### src/rtl/uart_pkg.sv
// Shared types and helpers for the UART transmit arbiter slice.
package uart_pkg;

  localparam int unsigned DefUartDataWidth = 8;

  typedef enum logic [0:0] {
    StIdle,
    StLock
  } state_e;

  // Ceiling log2. Callers guarantee value >= 2, so the result is never zero.
  function automatic int unsigned clog2(input int unsigned value);
    int unsigned result;
    int unsigned rem;
    result = 0;
    rem    = (value > 0) ? value - 1 : 0;
    while (rem > 0) begin
      result++;
      rem = rem >> 1;
    end
    return result;
  endfunction

endpackage

### src/rtl/uart_tx_arbiter_if.sv
// Requester-side and transmitter-side signals of the UART transmit arbiter.
interface uart_tx_arbiter_if #(
  parameter int unsigned P_NUM_REQ         = 4,
  parameter int unsigned P_UART_DATA_WIDTH = uart_pkg::DefUartDataWidth
);

  localparam int unsigned GrantW = uart_pkg::clog2(P_NUM_REQ);

  logic [P_NUM_REQ-1:0]                   i_req_valid;
  logic [P_NUM_REQ*P_UART_DATA_WIDTH-1:0] i_req_data;
  logic [P_NUM_REQ-1:0]                   i_req_last;
  logic [P_NUM_REQ-1:0]                   o_req_ready;
  logic [P_UART_DATA_WIDTH-1:0]           o_uart_tx_data;
  logic                                   o_uart_tx_valid;
  logic                                   i_uart_tx_ready;
  logic [GrantW-1:0]                      o_grant_id;
  logic                                   o_busy;

  // Arbiter side.
  modport slave (
    input  i_req_valid,
    input  i_req_data,
    input  i_req_last,
    input  i_uart_tx_ready,
    output o_req_ready,
    output o_uart_tx_data,
    output o_uart_tx_valid,
    output o_grant_id,
    output o_busy
  );

  // Requesters plus transmitter, as seen from outside the arbiter.
  modport master (
    output i_req_valid,
    output i_req_data,
    output i_req_last,
    output i_uart_tx_ready,
    input  o_req_ready,
    input  o_uart_tx_data,
    input  o_uart_tx_valid,
    input  o_grant_id,
    input  o_busy
  );

endinterface

### src/rtl/uart_rr_pick.sv
// Combinational round-robin pick: first requester above i_last, wrapping around.
module uart_rr_pick import uart_pkg::*; #(
  parameter  int unsigned P_NUM_REQ = 4,
  localparam int unsigned GrantW    = clog2(P_NUM_REQ)
) (
  input  logic [P_NUM_REQ-1:0] i_req,
  input  logic [GrantW-1:0]    i_last,
  output logic [GrantW-1:0]    o_winner,
  output logic                 o_any_req
);

  logic [2*P_NUM_REQ-1:0] dbl_req;
  logic [2*P_NUM_REQ-1:0] masked_req;
  logic                   found;

  // Doubling the vector turns the wrap-around search into a plain upward scan
  // over positions i_last+1 .. i_last+P_NUM_REQ.
  always_comb begin
    dbl_req    = {i_req, i_req};
    masked_req = '0;
    for (int i = 0; i < 2 * P_NUM_REQ; i++) begin
      masked_req[i] = dbl_req[i] && (i > int'(i_last));
    end
  end

  always_comb begin
    o_winner = '0;
    found    = 1'b0;
    for (int i = 0; i < 2 * P_NUM_REQ; i++) begin
      if (!found && masked_req[i]) begin
        found    = 1'b1;
        o_winner = GrantW'(i % P_NUM_REQ);
      end
    end
  end

  assign o_any_req = |i_req;

endmodule

### src/rtl/uart_tx_arbiter.sv
// Round-robin, packet-locked sharing of one UART transmitter between requesters,
// with a one-entry output register in front of the transmitter.
module uart_tx_arbiter import uart_pkg::*; #(
  parameter  int unsigned P_NUM_REQ         = 4,
  parameter  int unsigned P_UART_DATA_WIDTH = DefUartDataWidth,
  parameter  int unsigned P_MAX_BURST       = 16,
  localparam int unsigned GrantW            = clog2(P_NUM_REQ)
) (
  input logic              i_u_clk,
  input logic              i_u_rst,
  uart_tx_arbiter_if.slave bus
);

  localparam int unsigned W = P_UART_DATA_WIDTH;

  state_e                 state_q;
  logic [GrantW-1:0]      grant_q;
  logic [7:0]             beat_cnt_q;
  logic                   tx_valid_q;
  logic [W-1:0]           tx_data_q;

  logic [GrantW-1:0]      winner;
  logic                   any_req;
  logic                   slot_free;
  logic                   sel_valid;
  logic                   sel_last;
  logic [W-1:0]           sel_data;
  logic [P_NUM_REQ-1:0]   req_ready;
  logic                   accept;
  logic                   burst_full;

  uart_rr_pick #(
    .P_NUM_REQ (P_NUM_REQ)
  ) u_rr_pick (
    .i_req     (bus.i_req_valid),
    .i_last    (grant_q),
    .o_winner  (winner),
    .o_any_req (any_req)
  );

  // The output register can take a new byte when empty or draining this cycle.
  assign slot_free = !tx_valid_q || bus.i_uart_tx_ready;

  always_comb begin
    sel_valid = 1'b0;
    sel_last  = 1'b0;
    sel_data  = '0;
    req_ready = '0;
    for (int k = 0; k < P_NUM_REQ; k++) begin
      if (grant_q == GrantW'(k)) begin
        sel_valid    = bus.i_req_valid[k];
        sel_last     = bus.i_req_last[k];
        sel_data     = bus.i_req_data[k*W +: W];
        req_ready[k] = (state_q == StLock) && slot_free;
      end
    end
  end

  assign accept     = (state_q == StLock) && slot_free && sel_valid;
  assign burst_full = (beat_cnt_q == 8'(P_MAX_BURST - 1));

  always_ff @(posedge i_u_clk or posedge i_u_rst) begin
    if (i_u_rst) begin
      state_q    <= StIdle;
      grant_q    <= GrantW'(P_NUM_REQ - 1);
      beat_cnt_q <= '0;
      tx_valid_q <= 1'b0;
      tx_data_q  <= '0;
    end else begin
      case (state_q)
        StIdle: begin
          if (any_req) begin
            state_q    <= StLock;
            grant_q    <= winner;
            beat_cnt_q <= '0;
          end
        end
        StLock: begin
          // The grant survives gaps in the owner's valid; only last or the cap release it.
          if (accept) begin
            beat_cnt_q <= beat_cnt_q + 8'd1;
            if (sel_last || burst_full) begin
              state_q <= StIdle;
            end
          end
        end
        default: state_q <= StIdle;
      endcase

      if (accept) begin
        tx_data_q  <= sel_data;
        tx_valid_q <= 1'b1;
      end else if (tx_valid_q && bus.i_uart_tx_ready) begin
        tx_valid_q <= 1'b0;
      end
    end
  end

  assign bus.o_req_ready     = req_ready;
  assign bus.o_uart_tx_data  = tx_data_q;
  assign bus.o_uart_tx_valid = tx_valid_q;
  assign bus.o_grant_id      = grant_q;
  assign bus.o_busy          = (state_q == StLock) || tx_valid_q;

endmodule

### src/flat_wrapper.sv
// flat-port wrapper written by rule: the top's interface ports become plain ports
module uart_tx_arbiter_flat import uart_pkg::*;
#(
  parameter  int unsigned P_NUM_REQ         = 4,
  parameter  int unsigned P_UART_DATA_WIDTH = DefUartDataWidth,
  parameter  int unsigned P_MAX_BURST       = 16,
  localparam int unsigned GrantW            = clog2(P_NUM_REQ)
)
  (i_u_clk, i_u_rst, bus_i_req_valid, bus_i_req_data, bus_i_req_last, bus_i_uart_tx_ready, bus_o_req_ready, bus_o_uart_tx_data, bus_o_uart_tx_valid, bus_o_grant_id, bus_o_busy);
  uart_tx_arbiter_if #(.P_NUM_REQ(P_NUM_REQ), .P_UART_DATA_WIDTH(P_UART_DATA_WIDTH)) bus_i ();
  input logic i_u_clk;
  input logic i_u_rst;
  input wire logic [$bits(bus_i.i_req_valid)-1:0] bus_i_req_valid;
  input wire logic [$bits(bus_i.i_req_data)-1:0] bus_i_req_data;
  input wire logic [$bits(bus_i.i_req_last)-1:0] bus_i_req_last;
  input wire logic [$bits(bus_i.i_uart_tx_ready)-1:0] bus_i_uart_tx_ready;
  output wire logic [$bits(bus_i.o_req_ready)-1:0] bus_o_req_ready;
  output wire logic [$bits(bus_i.o_uart_tx_data)-1:0] bus_o_uart_tx_data;
  output wire logic [$bits(bus_i.o_uart_tx_valid)-1:0] bus_o_uart_tx_valid;
  output wire logic [$bits(bus_i.o_grant_id)-1:0] bus_o_grant_id;
  output wire logic [$bits(bus_i.o_busy)-1:0] bus_o_busy;
  assign bus_i.i_req_valid = bus_i_req_valid;
  assign bus_i.i_req_data = bus_i_req_data;
  assign bus_i.i_req_last = bus_i_req_last;
  assign bus_i.i_uart_tx_ready = bus_i_uart_tx_ready;
  assign bus_o_req_ready = bus_i.o_req_ready;
  assign bus_o_uart_tx_data = bus_i.o_uart_tx_data;
  assign bus_o_uart_tx_valid = bus_i.o_uart_tx_valid;
  assign bus_o_grant_id = bus_i.o_grant_id;
  assign bus_o_busy = bus_i.o_busy;
  uart_tx_arbiter #(.P_NUM_REQ(P_NUM_REQ), .P_UART_DATA_WIDTH(P_UART_DATA_WIDTH), .P_MAX_BURST(P_MAX_BURST)) u_core (.i_u_clk(i_u_clk), .i_u_rst(i_u_rst), .bus(bus_i));
endmodule
### config.mk
export PLATFORM = sky130hd
export DESIGN_NAME = uart_tx_arbiter_flat
export DESIGN_NICKNAME = d
export VERILOG_FILES = /design/src/rtl/uart_pkg.sv /design/src/rtl/uart_tx_arbiter_if.sv /design/src/rtl/uart_rr_pick.sv /design/src/rtl/uart_tx_arbiter.sv /design/src/flat_wrapper.sv
export SDC_FILE = /design/constraint.sdc
export NUM_CORES = 1
export LEC_CHECK = 0
export ABC_AREA = 1
export BUFFER_PORTS_ARGS = -buffer_cell sky130_fd_sc_hd__buf_2
export CAP_MARGIN = 15
export CORE_MARGIN = 1
export CORE_UTILIZATION = 53
export CTS_BUF_LIST = sky130_fd_sc_hd__clkbuf_2
export CTS_CLUSTER_DIAMETER = 30
export DETAILED_ROUTE_END_ITERATION = 8
export PLACE_DENSITY_LB_ADDON = 0.3
export SYNTH_ARGS = -nofsm -noshare
export SYNTH_HDL_FRONTEND = slang
export SYNTH_SLANG_ARGS = --single-unit
### constraint.sdc
create_clock -name i_u_clk -period 3.4 [get_ports i_u_clk]
set_clock_uncertainty 0.15 [all_clocks]
set_input_delay 0.34 -clock i_u_clk [delete_from_list [all_inputs] [get_ports i_u_clk]]
set_output_delay 0.34 -clock i_u_clk [all_outputs]
set_load 0.005 [all_outputs]
==> results.toml <==
[run_status]
status = "finished clean"

[synth]
synth_most_common_cell = "nand2_1"
ys_async_sr_fraction_pct = 100.0
synth.area.top_cells = "dfrtp_1 (32%), nand2_1 (29%), nand4_1 (7.5%)"
yosysTopAreaCellShare_pct = 31.75
synth-edff-count = 0
synth_nets = 264
synth_cells = 220
ys_types = 25
ys_seq_area_share_pct = 35.45
synth.cell_area_um2 = 1419
synth_top_area_cell = "dfrtp_1"
syn_avg_cell_area_um2 = 6.449
synthTopCellsByCount = "nand2_1 (108), nor2_1 (22), dfrtp_1 (18)"
synth_top_flop_cell = "dfrtp_1"
synth_seq_cells = 20
ys_warn_count = 0

[power]
seq_power_share_pct = 31.4
p_int_uw = 711.7
clock_power_share_pct = 13.3
leakage_nw = 1.037
cellPowerDensity_nw_per_um2 = 770.3
power_switching_share_pct = 48.11
p_comb_share_pct = 55.3
peakVddDrop_mv = 0.4648
switchingPower_uw = 659.8

[setup_path]
path_class = "register to register"
end_kind = "register"
r2r-end = "u_core.beat_cnt_q[3]"
start_kind = "register"
critPathLaunch = "u_core.bus.o_grant_id[1]"
arrival_ps = 2080
worstPathMaxFanout = 11
rrSetupSlack_ps = 1410
worstReg2RegStart = "u_core.bus.o_grant_id[1]"
crit_required_ps = 3490
worstSetupEndpoint = "u_core.beat_cnt_q[3]"
reg2reg_depth = 6

[clock_network]
cts_sinks = 20
clk_latency_ps = 320
clk_pin_slew_ps = 220
cts_max_path_buffers = 2
cts-root-buf = "clkbuf_2"
cts_tree = "done"
cts_made_buffers = 3
htreeDepth = 1

[global_routing]
gr-total-overflow = 0
antenna_found_initial = 0
grt_pass1_wl_mm = 5.382
grt_usage_pct = 25.33
grt_max_degree = 21
grt_pass1_vias = 1257

[finish]
fillCellCount = 238
diodes = 0
final_net_count = 325
layout-drive-gt1-share_pct = 27.86
multi_input_area_um2 = 807.0
fin_area_um2 = 1780
syn_to_final_growth_pct = 25.49
regArea_um2 = 503.0

[place]
portBuffers = 58
placement.cell_area_um2 = 1725
globalplace.congestion = 0.8704
dp_hpwl_mm = 2.752

[die]
die_x_um = 53.74
die_y_um = 53.74
num_rows = 18
dieArea_um2 = 2888
ioPinCount = 59
core_area_um2 = 2500
start_util_pct = 56.76

[route]
drc = 0
routed_wl_mm = 3.486
wl_per_cell_um = 11.25
drt_iter0_markers = 66
antenna_left = 0
num_vias = 1560
dr.pass1.iters = 4
viasPerCell = 5.032

[job]
drv_cap = 0

[sta]
max_clock_freq_ghz = 0.5036
min_period_over_period_pct = 58.41
rsz0062_at_grt = "false"
finalHoldViolCount = 0
setup_viol = 0
worst_pin_slew_ps = 744.7
slew-limit-headroom_pct = 50.30
report.final.slew_viol_count = 0
finalCriticalPeriod_ps = 1986
tns_ps = 0

[hold_path]
hp-class = "input port to register"
## logic make-up after synthesis
kind of cell / after synthesis / synth area share [%]
compound gates: 7 / 2.646
simple gates: 165 / 52.12
buf+inv: 25 / 7.672
xor+xnor: 2 / 1.235
flops: 20 / 35.45
fa+ha+maj: 1 / 0.8817
## cells in the final DEF, fill, tap and decap left out
cell | Yosys | routed
nor2_2 | 1 | 1
nand3_4 | 2 | 2
inv_2 | 4 | 4
dlygate4sd3_1 | 0 | 1
nand4_1 | 17 | 17
nor3_1 | 3 | 3
buf_2 | 2 | 58
clkinv_4 | 1 | 1
nand2_4 | 2 | 2
dfstp_2 | 2 | 2
xor2_1 | 1 | 1
inv_1 | 17 | 17
nand2_2 | 2 | 2
nor3b_1 | 1 | 1
nand3_1 | 5 | 5
o211ai_1 | 1 | 1
o21ai_0 | 4 | 4
bufinv_16 | 0 | 1
dfrtp_1 | 18 | 18
nor2_4 | 1 | 1
xnor2_1 | 1 | 1
nand3_2 | 1 | 1
nor2_1 | 22 | 22
ha_1 | 1 | 1
a21oi_1 | 2 | 2
clkbuf_2 | 0 | 3
nand2_1 | 108 | 108
## worst min-delay path by stage
stage / start / to / slack, ps / cells past startpoint
finish: bus_i_uart_tx_ready / u_core.bus.o_uart_tx_valid / 40 / 2
global route: bus_i_uart_tx_ready / u_core.bus.o_uart_tx_valid / 50 / 2
CTS: bus_i_uart_tx_ready / u_core.bus.o_uart_tx_valid / 50 / 2
detailed placement: u_core.bus.o_uart_tx_data[6] / u_core.bus.o_uart_tx_data[6] / 310 / 2
global placement: u_core.bus.o_uart_tx_data[7] / u_core.bus.o_uart_tx_data[7] / 310 / 2
floorplan: i_u_rst / u_core.beat_cnt_q[0] / 150 / 1
## power groups by stage
stage | sequential (mW) | clock [mW] | combinational [mW]
2_1_floorplan | 0.428 | 0 | 0.546
5_1_grt | 0.444 | 0.187 | 0.871
6_report | 0.431 | 0.182 | 0.758
4_1_cts | 0.430 | 0.178 | 0.760
3_3_place_gp | 0.432 | 0 | 0.736
3_5_place_dp | 0.436 | 0 | 0.757
## cell type report
type	count	share of cell area (%)
clock buffers	3	0.8433
clock inverters	1	1.687
inverters	22	4.919
multi-input cells	175	45.33
flip-flops and latches	20	28.25
well taps	30	2.108
repair buffers	59	16.87
## registers in the layout (all words and copies together) (netlist names)
name and flops:
u_core.beat_cnt_q 8, u_core.bus.o_uart_tx_data 8, u_core.bus.o_grant_id 2, u_core.bus.o_uart_tx_valid 1, u_core.state_q 1
## per-layer routing
metal	routed length, µm	track usage [%]	up-vias
met5	0	0	-
met4	29	5.702	0
met3	223	2.542	4
met2	1599	41.98	61
met1	1634	35.19	678
li1	-	-	817
## metrics by stage
step	hold WS [ps]	total power [mW]	util, %	cells	setup WS (ps)
floorplan	152.3	0.9742	-	220	1888
global route	52.92	1.503	71.22	310	1221
CTS	46.34	1.368	71.22	310	1423
global placement	308.7	1.168	69.02	305	1532
detailed placement	307.6	1.193	69.02	305	1456
finish	39.24	1.372	71.22	310	1414
## critical path, cell delays in order, from the launching register on
cell     delay [ps]
dfstp_2         470
nor2_1          530
nand2_1         190
nand3_4         200
nand3_2         190
nand2_1         120
nand2_1          50
## repair_timing
action	in CTS	in global routing
setup endpoints to repair	0	0
buffers inserted	0	0
hold endpoints to repair	18	0
resized for setup	0	0
hold buffers	1	0
No activity file was read; power rests on OpenSTA's default activity.
